`src/rtl/mult_pkg.sv`:
```
// ---------------------------------------------------------------------------
// mult_pkg
//   Shared definitions for the radix-4 Booth sequential multiplier:
//     - state_e     : controller states (IDLE / RUN / DONE)
//     - booth_op_e  : recoded Booth operations (ZERO, PM, P2M, NM, N2M)
//     - iter_w()    : iteration counter width for a given operand width
//     - ITER_W      : counter width for the default 32-bit multiplier
//     - booth_op()  : maps a 3-bit multiplier window onto a Booth operation
// ---------------------------------------------------------------------------
package mult_pkg;

    typedef enum logic [1:0] {
        IDLE = 2'd0,
        RUN  = 2'd1,
        DONE = 2'd2
    } state_e;

    typedef enum logic [2:0] {
        ZERO = 3'd0,  // add 0
        PM   = 3'd1,  // add +M
        P2M  = 3'd2,  // add +2M
        NM   = 3'd3,  // add -M
        N2M  = 3'd4   // add -2M
    } booth_op_e;

    localparam int DEFAULT_WIDTH = 32;

    // Counter must hold WIDTH/2-1; never let it collapse to zero bits.
    function automatic int iter_w(input int width);
        int w;
        w = $clog2(width / 2);
        return (w < 1) ? 1 : w;
    endfunction

    localparam int ITER_W = iter_w(DEFAULT_WIDTH);

    // Radix-4 recoding of window {q[i+1], q[i], q[i-1]}.
    function automatic booth_op_e booth_op(input logic [2:0] window);
        booth_op_e op;
        case (window)
            3'b001, 3'b010: op = PM;
            3'b011:         op = P2M;
            3'b100:         op = N2M;
            3'b101, 3'b110: op = NM;
            default:        op = ZERO;  // 000 and 111
        endcase
        return op;
    endfunction

endpackage

```
`src/rtl/booth_r4_decode.sv`:
```
// ---------------------------------------------------------------------------
// booth_r4_decode
//   Purely combinational radix-4 Booth window decoder.
//   Ports:
//     window   in  3  multiplier bits {q[i+1], q[i], q[i-1]}
//     op_zero  out 1  addend is zero
//     op_neg   out 1  addend is negated (subtract)
//     op_dbl   out 1  addend is 2M instead of M
// ---------------------------------------------------------------------------
module booth_r4_decode
    import mult_pkg::*;
(
    input  logic [2:0] window,
    output logic       op_zero,
    output logic       op_neg,
    output logic       op_dbl
);

    booth_op_e op;

    always_comb begin
        op      = booth_op(window);
        op_zero = 1'b0;
        op_neg  = 1'b0;
        op_dbl  = 1'b0;
        case (op)
            ZERO:    op_zero = 1'b1;
            PM:      ;
            P2M:     op_dbl  = 1'b1;
            NM:      op_neg  = 1'b1;
            N2M: begin
                op_neg = 1'b1;
                op_dbl = 1'b1;
            end
            default: op_zero = 1'b1;
        endcase
    end

endmodule

```
`src/rtl/mult_booth_r4_seq.sv`:
```
// ---------------------------------------------------------------------------
// mult_booth_r4_seq
//   Sequential signed multiplier, radix-4 modified Booth, WIDTH/2 iterations
//   (one add/sub of 0, +-M, +-2M per cycle). Serves the execute-stage MULT op.
//
//   Optional feature macro: MULT_HI_EN
//     defined   : product_hi port present, carries product[2*WIDTH-1:WIDTH]
//     undefined : product_hi port and its register are absent
//
//   Ports:
//     clock       in   1      rising-edge clock
//     reset       in   1      synchronous, active-high
//     start       in   1      one-cycle request; latches data_a/data_b
//     data_a      in   WIDTH  multiplicand M (two's complement)
//     data_b      in   WIDTH  multiplier Q (two's complement)
//     busy        out  1      high while iterating (RUN)
//     result      out  WIDTH  low WIDTH bits of the product
//     exception   out  1      signed overflow of the WIDTH-bit result
//     result_rdy  out  1      one-cycle pulse (DONE), result/exception valid
//     product_hi  out  WIDTH  upper product half (MULT_HI_EN only)
//     dbg_state   out  2      current controller state (state_e encoding)
//
//   Handshake: start is honoured in every state. In RUN it aborts the
//   current operation (no result_rdy for it); in DONE the finished result is
//   still flagged while the new operands load on the same edge.
// ---------------------------------------------------------------------------
module mult_booth_r4_seq
    import mult_pkg::*;
#(
    parameter int WIDTH = 32
) (
    input  logic             clock,
    input  logic             reset,
    input  logic             start,
    input  logic [WIDTH-1:0] data_a,
    input  logic [WIDTH-1:0] data_b,
    output logic             busy,
    output logic [WIDTH-1:0] result,
    output logic             exception,
    output logic             result_rdy,
`ifdef MULT_HI_EN
    output logic [WIDTH-1:0] product_hi,
`endif
    output logic [1:0]       dbg_state
);

    // Accumulator is WIDTH+2 bits so +-2M of the most negative M never wraps.
    localparam int AW    = WIDTH + 2;
    localparam int PW    = 2 * WIDTH + 3;
    localparam int CNT_W = iter_w(WIDTH);
    localparam logic [CNT_W-1:0] LAST = CNT_W'(WIDTH / 2 - 1);

    state_e             state_q, state_d;
    logic [CNT_W-1:0]   count_q, count_d;
    logic [WIDTH-1:0]   m_q, m_d;
    logic [PW-1:0]      p_q, p_d;
    logic [WIDTH-1:0]   result_q, result_d;
    logic               exc_q, exc_d;
`ifdef MULT_HI_EN
    logic [WIDTH-1:0]   hi_q, hi_d;
`endif

    logic               op_zero, op_neg, op_dbl;
    logic [AW-1:0]      m_ext, addend, operand, sum;
    logic [PW-1:0]      p_step;
    logic [2*WIDTH-1:0] product;
    logic [WIDTH:0]     top_bits;
    logic               exc_next;

    booth_r4_decode u_decode (
        .window  (p_q[2:0]),
        .op_zero (op_zero),
        .op_neg  (op_neg),
        .op_dbl  (op_dbl)
    );

    // One Booth step: add/sub onto the upper AW bits, then arithmetic >> 2.
    always_comb begin
        m_ext    = {{2{m_q[WIDTH-1]}}, m_q};
        addend   = op_zero ? '0 : (op_dbl ? (m_ext << 1) : m_ext);
        operand  = op_neg ? ~addend : addend;
        sum      = p_q[PW-1 -: AW] + operand + {{(AW-1){1'b0}}, op_neg};
        p_step   = {{2{sum[AW-1]}}, sum, p_q[WIDTH:2]};
        // After WIDTH/2 steps the product sits just above the guard bit.
        product  = p_step[2*WIDTH:1];
        top_bits = product[2*WIDTH-1:WIDTH-1];
        exc_next = ~((&top_bits) | ~(|top_bits));
    end

    always_comb begin
        state_d  = state_q;
        count_d  = count_q;
        m_d      = m_q;
        p_d      = p_q;
        result_d = result_q;
        exc_d    = exc_q;
`ifdef MULT_HI_EN
        hi_d     = hi_q;
`endif
        case (state_q)
            IDLE: ;
            RUN: begin
                p_d     = p_step;
                count_d = count_q + CNT_W'(1);
                if (count_q == LAST) begin
                    state_d  = DONE;
                    count_d  = '0;
                    result_d = product[WIDTH-1:0];
                    exc_d    = exc_next;
`ifdef MULT_HI_EN
                    hi_d     = product[2*WIDTH-1:WIDTH];
`endif
                end
            end
            DONE:    state_d = IDLE;
            default: state_d = IDLE;
        endcase
        // A load wins over whatever the current state would do.
        if (start) begin
            state_d = RUN;
            count_d = '0;
            m_d     = data_a;
            p_d     = {{AW{1'b0}}, data_b, 1'b0};
        end
    end

    always_ff @(posedge clock) begin
        if (reset) begin
            state_q  <= IDLE;
            count_q  <= '0;
            m_q      <= '0;
            p_q      <= '0;
            result_q <= '0;
            exc_q    <= 1'b0;
`ifdef MULT_HI_EN
            hi_q     <= '0;
`endif
        end else begin
            state_q  <= state_d;
            count_q  <= count_d;
            m_q      <= m_d;
            p_q      <= p_d;
            result_q <= result_d;
            exc_q    <= exc_d;
`ifdef MULT_HI_EN
            hi_q     <= hi_d;
`endif
        end
    end

    assign busy       = (state_q == RUN);
    assign result_rdy = (state_q == DONE);
    assign result     = result_q;
    assign exception  = exc_q;
    assign dbg_state  = state_q;
`ifdef MULT_HI_EN
    assign product_hi = hi_q;
`endif

endmodule
```
`config.mk`:
```
export PLATFORM = sky130hd
export DESIGN_NAME = mult_booth_r4_seq
export DESIGN_NICKNAME = d
export VERILOG_FILES = /design/src/rtl/mult_pkg.sv /design/src/rtl/booth_r4_decode.sv /design/src/rtl/mult_booth_r4_seq.sv
export SDC_FILE = /design/constraint.sdc
export NUM_CORES = 1
export LEC_CHECK = 0
export BUFFER_PORTS_ARGS = -buffer_cell sky130_fd_sc_hd__buf_2
export CAP_MARGIN = 15
export CORE_ASPECT_RATIO = 1.2
export CORE_MARGIN = 3
export CORE_UTILIZATION = 54
export CTS_BUF_LIST = sky130_fd_sc_hd__clkbuf_2
export DETAILED_ROUTE_END_ITERATION = 7
export PLACE_DENSITY_LB_ADDON = 0.2
export SLEW_MARGIN = 20
export SYNTH_ARGS = -nofsm -noshare
export SYNTH_HDL_FRONTEND = slang
export SYNTH_SLANG_ARGS = --single-unit
export TNS_END_PERCENT = 1
```
`constraint.sdc`:
```
create_clock -name clock -period 6.5 [get_ports clock]
set_clock_uncertainty 0.2 [all_clocks]
set_input_delay 0.325 -clock clock [delete_from_list [all_inputs] [get_ports clock]]
set_output_delay 0.325 -clock clock [all_outputs]
set_load 0.1 [all_outputs]
```
==> run_results.csv, run 1 <==
group,metric,value,unit
pwr,p_clk_frac,0.292,
final_layout,regArea,2720,µm²
worst_hold_path,holdPathStages,4,
pwr,power,1840,µW
clocking,cts_tree,"built",
pwr,leakage,0.00439,µW
pwr,swShare,0.336,
synth,synth_edf_count,0,
final_layout,drive_above_1_share,0.118,
worst_setup_path,critPathKind,"register to register",
floorplanning,io_pins,104,
worst_setup_path,slowest_delay,0.58,ns
route,highest_layer,"met4",
worst_setup_path,r2r_end,"exception",
clocking,cts.sinks,136,
synth,synth_top_area_cell,"dfxtp_1",
sta,hold_violations,0,
synth,synth_cell_types,66,
final_layout,final_common_cell,"nand2_1",
final_layout,mostFrequentLayoutCells,"nand2_1 (206), a21oi_1 (193), dfxtp_1 (136)",
final_layout,finalNetCount,1404,
worst_setup_path,r2r.worst_path.cells,19,
clocking,cts_buffers,17,
worst_hold_path,hold_class,"primary input to register",
worst_setup_path,path_cells,"inv_1 -> ha_1 -> nor2_1 -> nand2_1 -> and3_1 -> a21oi_1 -> xnor2_1 -> inv_1 -> fa_1 -> nand2b_1 -> a211oi_1 -> o21ai_1 -> a21o_1 -> a311o_1 -> a2111oi_0 -> nand4b_1 -> nor4_1 -> and4_1 -> nor4_1",
sta,slew_headroom,0.420,
placement,gp_congestion,1.06,
route,finalWirelength,27400,µm
synth,synth_ff_type,"dfxtp_1",
worst_hold_path,hp-start,"data_b[13]",
grt,grt_max_degree,72,
route,ant_nets,0,
clocking,clock_latency,0.77,ns
sta,setup_viol_count_final,0,
status,run_status,"finished, final reports clean",
final_layout,syn2layout_area_growth,24.3,%
clocking,hold_buffers,123,
worst_setup_path,critical_path_buf_inv_count,2,
floorplanning,rows,49,
worst_setup_path,crit-reg2reg-launch,"p_q[0]",
clocking,cts_htree_levels,4,
floorplanning,core-area,15000,µm²
floorplanning,die_w,119,µm
pwr,switching_power,619,µW
route,drt-initial-drc-count,779,
grt,grt_pass1_wl,43500,µm
worst_setup_path,critPathMaxFanout,31,
clocking,clock_path_buffers,2,
worst_hold_path,holdPathEnd,"p_q[14]",
worst_setup_path,regToRegSetupSlack,0.49,ns
floorplanning,dieArea,17000,µm²
floorplanning,initial_core_util,0.554,
route,via_count,9052,
route,vias_per_cell,5.96,
synth,syn_area,8330,µm²
synth,synth_cells,1123,
sta,finalCritPeriodShare,0.925,
worst_setup_path,critPathLaunchType,"register",
synth,syn_nets,1228,
sta,max_freq,166,MHz
synth,yosysTopAreaCellShare,0.327,
sta,rsz0062_at_grt,"no",
sta,fin_crit,6.01,ns
synth,ys_warn_count,0,
grt,antenna_found_initial,1,
sta,finalSetupTns,0,ns
clocking,post-cts-setup-buffers,0,
pwr,p_int,1230,µW
clocking,cts_resized,0,
worst_setup_path,end_kind,"register",
clocking,root_buffer,"clkbuf_2",
worst_setup_path,arrival,6.46,ns
route,met2RoutedLength,13500,µm
run,maxCapViolCount,0,
sta,setup_slack,0.489,ns
route,drt-met1-wl,9970,µm
grt,grt_overflow,0,
grt,grt_pass1_vias,8794,
placement,portBuffers,103,
worst_setup_path,critical_path.top_delay_family,"simple AND/OR/NAND/NOR gates",
route,drc,0,
placement,place_ws,0.677,ns
sta,hold_ws,0.139,ns
sta,worst_slew_pin_slew,0.868,ns
route,wl_per_cell,18.0,µm
pwr,comb_power_share,0.226,
pwr,cellPowerDensity,178,nW/µm²
route,drt_pass1_iterations,5,
worst_setup_path,cpMaxStageDelayCell,"nand2_1",
final_layout,multi_input_area,5250,µm²
worst_setup_path,crit_cells,19,
route,wl_met3,1740,µm
pwr,ir_worst_vdd,0.152,mV
sta,slew_viol_final,0,
synth,async_flop_share,0,
clocking,path_clk_slew,0.24,ns
synth,ys_ff_latch,136,
synth,synth_top_cells_by_area,"dfxtp_1 (33%), a21oi_1 (12%), nand2_1 (9.3%)",
synth,synth.avg_cell_area,7.41,µm²
grt,grt_usage,0.317,
pwr,pwr-share-seq,0.482,
worst_setup_path,required,6.95,ns
synth,ys_seq_area_frac,0.327,
floorplanning,die_y,142,µm
final_layout,n_fill_cell,1219,
placement,dpl.hpwl,16800,µm
-- metal layers --
metal  track usage  vias up
met5             0        -
met4         0.233        0
met3        0.0632      146
met2         0.562      411
met1         0.333     4186
li1              -     4309
-- through the flow --
stage | instance area [µm²] | utilization | std cells
6_report | 10300 | 0.689 | 1518
5_1_grt | 10300 | 0.689 | 1517
4_1_cts | 10300 | 0.688 | 1516
3_5_place_dp | 8870 | 0.591 | 1361
3_3_place_gp | 8870 | 0.591 | 1361
2_1_floorplan | 8330 | - | 1123
-- worst max-delay path by stage --
stage,startpoint,to,slack [ns]
floorplan,p_q[0],exception,1.43
global placement,p_q[0],exception,0.77
detailed placement,p_q[0],exception,0.68
CTS,p_q[0],exception,0.69
global route,p_q[0],exception,0.006
finish,p_q[0],exception,0.49
-- worst reg2reg max path: cells and delay by family, from the launching register on --
kind	cells	cell delay, ns
AND/OR/NAND/NOR	8	2.34
flip-flops	1	0.42
XOR/XNOR	1	0.21
buffers and inverters	2	0.18
adder cells (fa/ha/maj)	2	0.64
AO/OA/AOI/OAI	6	1.94
-- cell families after synthesis --
family | after synthesis | synth area share
AOI/OAI and AO/OA | 315 | 0.228
xor gates and xnor gates | 52 | 0.0547
adders and majority gates | 38 | 0.0580
buffers and inverters | 95 | 0.0430
DFF | 136 | 0.327
muxes | 38 | 0.0464
and+or+nand+nor | 449 | 0.243
-- cell usage after synthesis, drive strengths merged, types with 10 or more instances --
master,count
a211oi,13
a21o,15
a21oi,195
and2,10
and3,38
buf,11
clkbuf,66
dfxtp,136
ha,37
inv,18
mux2i,36
nand2,206
nand3,14
nor2,107
nor3,17
nor4,12
o211ai,11
o21ai,18
xnor2,46
-- area by class of cell --
class                           count  share of cell area
Sequential cell                   136               0.263
Timing Repair Buffer              234               0.175
Clock inverter                     14              0.0143
Clock buffer                       18             0.00871
Inverter                           18             0.00653
Antenna cell                        2            0.000484
Multi-Input combinational cell    892               0.507
Tap cell                          204              0.0247
-- flip-flops by register name, summed over array words and instances, names as in the netlist --
signal	count
p_q	65
dbg_state	2
result	32
exception	1
m_q	32
count_q	4
-- power by group through the flow --
| stage | clock, µW | sequential (µW) | combinational, µW |
|---|---|---|---|
| finish | 538 | 889 | 417 |
| global route | 577 | 892 | 452 |
| CTS | 538 | 887 | 399 |
| detailed placement | 0 | 903 | 333 |
| global placement | 0 | 903 | 331 |
| floorplan | 0 | 899 | 247 |
No activity file was read; power rests on OpenSTA's default activity.
==> run 2, diff against run 1 <==
CORE_UTILIZATION = 50   (was 54)
==> run_results.csv, run 2 (same netlist as run 1, synthesis figures left out) <==
group,metric,value,unit
grt,grt_pass1_wl,38600,µm
worst_setup_path,end_kind,"register",
final_layout,syn2layout_area_growth,17.5,%
sta,slew_headroom,0.322,
final_layout,finalNetCount,1349,
final_layout,n_fill_cell,1535,
placement,portBuffers,103,
route,vias_per_cell,5.74,
route,ant_nets,0,
route,finalWirelength,24400,µm
run,maxCapViolCount,0,
worst_setup_path,critPathKind,"register to register",
placement,gp_congestion,0.945,
clocking,cts_resized,0,
worst_setup_path,slowest_delay,0.56,ns
sta,worst_slew_pin_slew,1.02,ns
route,drc,0,
placement,postPlaceCellArea,8900,µm²
worst_setup_path,arrival,6.30,ns
floorplanning,die_y,147,µm
sta,slew_viol_final,0,
floorplanning,core-area,16300,µm²
final_layout,drive_above_1_share,0.126,
sta,max_freq,171,MHz
final_layout,largest_register_ffs,65,
clocking,clock_latency,0.78,ns
clocking,cts_buffers,17,
final_layout,regMostFlops,"p_q",
worst_setup_path,critPathMaxFanout,20,
route,drt-initial-drc-count,584,
route,via_count,8437,
floorplanning,dieArea,18200,µm²
grt,grt_overflow,0,
worst_setup_path,critPathLaunchType,"register",
pwr,leakage,0.00411,µW
final_layout,final_area,9780,µm²
clocking,clock_path_buffers,2,
worst_setup_path,required,6.95,ns
pwr,cellPowerDensity,179,nW/µm²
floorplanning,io_pins,104,
clocking,cts_htree_levels,4,
sta,hold_violations,0,
sta,setup_viol_count_final,0,
clocking,root_buffer,"clkbuf_2",
grt,grt_pass1_vias,7942,
worst_setup_path,critical_path_buf_inv_count,1,
pwr,ir_worst_vdd,0.0974,mV
sta,finalSetupTns,0,ns
worst_hold_path,hold_class,"primary input to register",
grt,antenna_found_initial,1,
floorplanning,die_w,124,µm
floorplanning,rows,51,
sta,rsz0062_at_grt,"no",
route,drt_pass1_iterations,5,
clocking,cts.sinks,136,
worst_setup_path,cpMaxStageDelayCell,"a21boi_0",
grt,grt_max_degree,100,
placement,dpl.hpwl,17000,µm
sta,finalCritPeriodShare,0.899,
worst_setup_path,critical_path.top_delay_family,"simple AND/OR/NAND/NOR gates",
final_layout,mostFrequentLayoutCells,"nand2_1 (206), a21oi_1 (193), dfxtp_1 (136)",
floorplanning,initial_core_util,0.512,
status,run_status,"finished, final reports clean",
clocking,hold_buffers,64,
clocking,post-cts-setup-buffers,0,
final_layout,final_core_util,0.601,
clocking,path_clk_slew,0.25,ns
final_layout,final_common_cell,"nand2_1",
sta,fin_crit,5.84,ns
clocking,cts_tree,"built",
worst_setup_path,path_cells,"inv_1 -> ha_1 -> or3_1 -> and3_4 -> or2_2 -> xnor2_1 -> ha_1 -> a21oi_1 -> o211ai_1 -> a21boi_0 -> a31oi_1 -> xor2_1 -> a221o_1 -> or4b_1 -> nor4_1 -> and4_1 -> nor4_1",
grt,grt_usage,0.266,
route,wl_per_cell,16.6,µm
worst_setup_path,regToRegSetupSlack,0.66,ns
## run 2: worst register-to-register path: cells and delay by family (launching register included)
kind                     cells  cell delay, ns
AO/OA/AOI/OAI                5            1.69
adder cells (fa/ha/maj)      2            0.58
buffers and inverters        1            0.08
XOR/XNOR                     2            0.60
AND/OR/NAND/NOR              7            2.15
flip-flops                   1            0.43
## run 2: per-stage QoR
stage	setup slack, ns	hold WS [ns]	std cells	power, µW
2_1_floorplan	1.43	0.236	1123	1150
3_3_place_gp	0.916	0.239	1372	1240
3_5_place_dp	0.803	0.243	1372	1240
4_1_cts	0.760	0.0303	1468	1760
5_1_grt	0.332	0.0618	1470	1830
6_report	0.659	0.0707	1470	1750
## run 2: final cells by class
| type | count | area (µm²) | area share |
|---|---|---|---|
| Sequential cell | 136 | 2720 | 0.278 |
| Antenna cell | 1 | 2.50 | 0.000256 |
| Inverter | 18 | 67.6 | 0.00691 |
| Timing Repair Buffer | 179 | 1250 | 0.128 |
| Clock buffer | 17 | 85.1 | 0.00870 |
| Tap cell | 212 | 265 | 0.0271 |
| Clock inverter | 15 | 138 | 0.0141 |
| Multi-Input combinational cell | 892 | 5250 | 0.536 |
## run 2: worst paths after layout
kind / cells after the start / end / startpoint
worst max-delay path: 17 / exception / p_q[0]
worst min-delay path: 3 / p_q[9] / reset
worst max register to register: 17 / exception / p_q[0]
worst min register to register: 2 / result[4] / p_q[7]
## run 2: where the power goes
group / switching (µW) / internal [µW] / total, µW / leakage [µW]
sequential: 21.4 / 865 / 886 / 0.00111
clock: 377 / 116 / 493 / 0.000128
combinational: 222 / 150 / 373 / 0.00288
total: 621 / 1130 / 1750 / 0.00411
## run 2: metal layers
metal	GRT usage	wire length, µm	up-vias
li1	-	-	4200
met1	0.311	10000	3914
met2	0.457	11900	248
met3	0.0451	1210	75
met4	0.138	1260	0
met5	0	0	-
